### src/rtl/dpi_call_arbiter.sv
// Round-robin arbiter sharing one DPI call channel among NREQ requesters, with a
// run-length counter that closes arbitration after RUN_CYCLES clocks.
module dpi_call_arbiter #(
  parameter int NREQ       = 3,
  parameter int DW         = 32,
  parameter int RUN_CYCLES = 20
) (
  input  logic               clk,
  input  logic               rst,
  input  logic [NREQ-1:0]    req,
  input  logic [NREQ*DW-1:0] req_data,
  output logic [NREQ-1:0]    req_ack,
  output logic               call_valid,
  output logic [2:0]         call_id,
  output logic [DW-1:0]      call_data,
  input  logic               call_ready,
  output logic [15:0]        cycle_cnt,
  output logic               run_done,
  output logic [1:0]         state_dbg
);

  // Handshake: a call transfers on a rising clk edge where call_valid && call_ready;
  // call_valid/id/data are held stable from grant until that edge.
  typedef enum logic [1:0] {
    IDLE = 2'd0,
    CALL = 2'd1,
    DONE = 2'd2
  } state_t;

  localparam logic [15:0] RUN_C = 16'(RUN_CYCLES);
  localparam logic [2:0]  LAST  = 3'(NREQ - 1);

  state_t          state_q;
  logic            call_valid_q;
  logic [2:0]      call_id_q;
  logic [DW-1:0]   call_data_q;
  logic [NREQ-1:0] req_ack_q;
  logic [15:0]     cnt_q, cnt_d;
  logic            run_done_q;
  logic [2:0]      rr_ptr_q;

  logic            closed_q, closed_d;
  logic [7:0]      req8;
  logic [DW-1:0]   data_arr [8];
  logic            grant_hit;
  logic [2:0]      grant_idx;
  logic [2:0]      scan_idx;
  logic [3:0]      scan_sum;
  logic [7:0]      ack8;
  logic [2:0]      rr_next;

  assign cnt_d    = (cnt_q < RUN_C) ? cnt_q + 16'd1 : cnt_q;
  assign closed_q = (cnt_q == RUN_C);
  assign closed_d = (cnt_d == RUN_C);
  assign ack8     = 8'd1 << call_id_q;
  assign rr_next  = (call_id_q == LAST) ? 3'd0 : call_id_q + 3'd1;

  // A requester still sees its ack during the cycle after the handshake, so its
  // req is masked then to avoid re-granting a call that was just completed.
  always_comb begin
    req8      = '0;
    req8[NREQ-1:0] = req & ~req_ack_q;
    grant_hit = 1'b0;
    grant_idx = 3'd0;
    scan_idx  = 3'd0;
    scan_sum  = 4'd0;
    for (int k = 0; k < 8; k++) begin
      data_arr[k] = '0;
    end
    for (int k = 0; k < NREQ; k++) begin
      data_arr[k] = req_data[k*DW +: DW];
    end
    for (int k = 0; k < NREQ; k++) begin
      scan_sum = {1'b0, rr_ptr_q} + 4'(k);
      scan_idx = (scan_sum >= 4'(NREQ)) ? 3'(scan_sum - 4'(NREQ)) : scan_sum[2:0];
      if (!grant_hit && req8[scan_idx]) begin
        grant_hit = 1'b1;
        grant_idx = scan_idx;
      end
    end
  end

  always_ff @(posedge clk) begin
    if (rst) begin
      state_q      <= IDLE;
      call_valid_q <= 1'b0;
      call_id_q    <= 3'd0;
      call_data_q  <= '0;
      req_ack_q    <= '0;
      cnt_q        <= 16'd0;
      run_done_q   <= 1'b0;
      rr_ptr_q     <= 3'd0;
    end else begin
      cnt_q     <= cnt_d;
      req_ack_q <= '0;
      case (state_q)
        IDLE: begin
          if (!closed_q && grant_hit) begin
            state_q      <= CALL;
            call_valid_q <= 1'b1;
            call_id_q    <= grant_idx;
            call_data_q  <= data_arr[grant_idx];
          end else if (closed_d) begin
            state_q    <= DONE;
            run_done_q <= 1'b1;
          end
        end
        CALL: begin
          // Closing never aborts an accepted grant; it only redirects the exit.
          if (call_ready) begin
            req_ack_q    <= ack8[NREQ-1:0];
            call_valid_q <= 1'b0;
            rr_ptr_q     <= rr_next;
            if (closed_d) begin
              state_q    <= DONE;
              run_done_q <= 1'b1;
            end else begin
              state_q <= IDLE;
            end
          end
        end
        DONE: begin
          call_valid_q <= 1'b0;
          run_done_q   <= 1'b1;
        end
        default: begin
          state_q      <= IDLE;
          call_valid_q <= 1'b0;
        end
      endcase
    end
  end

  assign req_ack    = req_ack_q;
  assign call_valid = call_valid_q;
  assign call_id    = call_id_q;
  assign call_data  = call_data_q;
  assign cycle_cnt  = cnt_q;
  assign run_done   = run_done_q;
  assign state_dbg  = state_q;

endmodule
### config.mk
export PLATFORM = sky130hd
export DESIGN_NAME = dpi_call_arbiter
export DESIGN_NICKNAME = d
export VERILOG_FILES = /design/src/rtl/dpi_call_arbiter.sv
export SDC_FILE = /design/constraint.sdc
export NUM_CORES = 1
export LEC_CHECK = 0
export ABC_AREA = 1
export ABC_CLOCK_PERIOD_IN_PS = 3700
export CAP_MARGIN = 0
export CORE_ASPECT_RATIO = 1.1
export CORE_MARGIN = 4
export CORE_UTILIZATION = 45
export CTS_CLUSTER_DIAMETER = 30
export CTS_CLUSTER_SIZE = 10
export DETAILED_ROUTE_END_ITERATION = 8
export PLACE_DENSITY = 0.84
export SLEW_MARGIN = 40
export SYNTH_ARGS = -nofsm -noshare
export SYNTH_HDL_FRONTEND = slang
export SYNTH_SLANG_ARGS = --single-unit
export TNS_END_PERCENT = 10
### constraint.sdc
create_clock -name clk -period 3.7 [get_ports clk]
set_input_delay 0.74 -clock clk [delete_from_list [all_inputs] [get_ports clk]]
set_output_delay 0.74 -clock clk [all_outputs]
set_load 0.01 [all_outputs]
==> results.json <==
{
  "pwr-share-seq": 0.212,
  "vias_per_cell": 5.13,
  "final_cell_mix": "clkdlybuf4s50_1, nand2_1, inv_1",
  "yosys_warnings": 0,
  "cts.htree.levels": 3,
  "rows": 35,
  "cp_slowest_cell": "dfxtp_1",
  "slowest_delay_ns": 0.66,
  "clock_path_buffers": 2,
  "clock_latency_ns": 0.34,
  "die_h_microns": 105,
  "cts_setup_buffers": 0,
  "firstDrtPassIters": 5,
  "netlist_instances": 595,
  "overflow": 0,
  "antenna_left": 0,
  "cts_hold_buf": 0,
  "p_leak_nw": 2.62,
  "postRouteWirelength_microns": 12100,
  "tightestPinTransition_ns": 0.535,
  "grt_pass1_vias": 4146,
  "grt_pass1_wl_microns": 19200,
  "rsz0062_at_grt": "false",
  "drt_iter0_markers": 220,
  "root_buffer": "clkbuf_8",
  "peakVddDrop_uv": 586,
  "fmax_ghz": 0.313,
  "fin_crit_sh": 0.864,
  "seq_area_sq_um": 1220,
  "status": "finished, final reports clean",
  "synth_cell_type_count": 34,
  "skew_ns": 0.0106,
  "port_buffers": 159,
  "crit_chain": "ha_1, ha_1, nand2_1, nand2_2, nand2_1, nand2_1, nand3_1, nand3_1, nand3_2, nand3_4, inv_2, nand2_2, nor2_1, nor2_1, a21oi_1",
  "n_antenna_cell": 0,
  "ys_ff_latch": 61,
  "swShare": 0.495,
  "layout-drive-gt1-share": 0.0575,
  "cts_tree": "built",
  "grt_max_degree": 44,
  "wl_per_cell_microns": 14.1,
  "maxCapViolations": 0,
  "dp_hpwl_microns": 8980,
  "dp_cells": 843,
  "clkPwrFrac": 0.135,
  "setup_tns_ns": 0,
  "worstPathArrival_ns": 3.47,
  "syn_avg_cell_area_sq_um": 6.46,
  "setup_violations": 0,
  "vias": 4410,
  "synth_top_area_frac": 0.318,
  "start_kind": "flip-flop",
  "io_pins": 160,
  "synth-edff-count": 0,
  "power_mw": 4.41,
  "powerDensity_nw_per_um2": 779,
  "die_x_microns": 96.1,
  "period_needed_ns": 3.20,
  "start_util": 0.460,
  "ys_async_sr_fraction": 0,
  "internal_power_mw": 2.23,
  "synthFlopType": "dfxtp_1",
  "slew_viol_final": 0,
  "syn_area_sq_um": 3840,
  "clkTransAtPathRegs_ns": 0.08,
  "final-instance-count-excl-fill": 859,
  "crit_top_cell": "nand2_1",
  "endpoint_kind": "flip-flop",
  "dieArea_sq_um": 10100,
  "yosysTopAreaCell": "dfxtp_1",
  "gp_routability_congestion": 0.928,
  "synthToLayoutAreaGrowth_pct": 47.4,
  "antenna_found_initial": 0,
  "multiInputGateArea_sq_um": 2080,
  "netSwitchingPower_mw": 2.18,
  "final_nets": 854,
  "cts_resized": 0,
  "grtUsageTotal": 0.236,
  "worst_ep_required_time_ns": 3.97,
  "cts.sinks": 61,
  "synth_fp_nets": 706,
  "ys_seq_area_frac": 0.318,
  "layout_commonest_cell": "clkdlybuf4s50_1",
  "hp-class": "reg -> reg",
  "slew_headroom": 0.643,
  "path_max_fanout": 22,
  "synthTopCellsByArea": "dfxtp_1, nand3_1, nand2_1",
  "fillers": 724,
  "core_sq_um": 8360,
  "power_frac_comb": 0.654,
  "drc_errors": 0,
  "cts_buffers": 9,
  "hold_violations": 0,
  "crit_type": "reg -> reg"
}
[through the flow]
stage          area (sq um)  hold WS [ns]   util  setup slack [ns]
3_3_place_gp           5470         0.451  0.654             0.616
3_5_place_dp           5470         0.456  0.654             0.512
5_1_grt                5670         0.496  0.677             0.177
6_report               5670         0.472  0.677             0.502
2_1_floorplan          3840         0.470      -              1.42
4_1_cts                5670         0.472  0.677             0.533
[per-layer routing]
layer  up-vias  track usage  wire [microns]
met4         0       0.0833             277
met1      1995        0.296            4940
met5         -            0               0
li1       2214            -               -
met3        23       0.0562             990
met2       178        0.386            5870
[registers in the layout, summed over array words and instances (netlist names)]
register and cells:
run_done 1, call_id 3, call_valid 1, call_data 32
state_dbg 2, cycle_cnt 16, req_ack 3, rr_ptr_q 3
[worst paths after layout]
| path | end | startpoint | slack, ns | cells past startpoint |
|---|---|---|---|---|
| worst min-delay path | cycle_cnt[9]$_SDFF_PP0_ | cycle_cnt[9]$_SDFF_PP0_ | 0.47 | 2 |
| worst max-delay path | call_data[12]$_SDFFE_PP0P_ | rr_ptr_q[0]$_SDFFE_PP0P_ | 0.50 | 15 |
| worst min register to register | cycle_cnt[9]$_SDFF_PP0_ | cycle_cnt[9]$_SDFF_PP0_ | 0.47 | 2 |
| worst max register to register | call_data[12]$_SDFFE_PP0P_ | rr_ptr_q[0]$_SDFFE_PP0P_ | 0.50 | 15 |
[worst max-delay path: cells and delay by family, from the launching register on]
family	cells	cell delay (ns)
AO/OA/AOI/OAI	1	0.12
buffers and inverters	1	0.29
adder cells (fa/ha/maj)	2	0.49
flip-flops	1	0.66
AND/OR/NAND/NOR	11	1.57
[synthesized netlist by cell type (5+ instances only)]
library cell  number
nand4_1            5
nor3_1             7
clkbuf_1           9
nand3_1           80
nand2_1           96
dfxtp_1           61
inv_1             93
buf_6              5
ha_1               9
o21ai_0           22
a21oi_1           55
nand3b_1          32
nor2_1            71
nand2_2            5
buf_2             15
[logic make-up (layout without fill, tap and decap cells)]
logic type / after synthesis / count (layout) / synth area share
flip-flops: 61 / 61 / 0.318
AND/OR/NAND/NOR: 306 / 306 / 0.382
adder cells (fa/ha/maj): 9 / 9 / 0.0293
buffers and inverters: 127 / 280 / 0.140
AO/OA/AOI/OAI: 89 / 89 / 0.124
XOR/XNOR: 3 / 3 / 0.00683
[power by group through the flow]
stage,registers (mW),logic [mW],clock network (mW)
2_1_floorplan,0.980,2.07,0
3_3_place_gp,0.941,2.79,0
3_5_place_dp,0.945,2.88,0
4_1_cts,0.932,2.89,0.605
5_1_grt,0.952,3.25,0.636
6_report,0.933,2.89,0.594
[cell type report]
| cell class | instances | area share |
|---|---|---|
| clock buffers | 9 | 0.0219 |
| clock inverters | 7 | 0.0135 |
| inverters | 96 | 0.0640 |
| multi-input cells | 407 | 0.368 |
| flip-flops and latches | 61 | 0.216 |
| well taps | 111 | 0.0245 |
| repair buffers | 168 | 0.293 |
No activity file was read; power rests on OpenSTA's default activity.
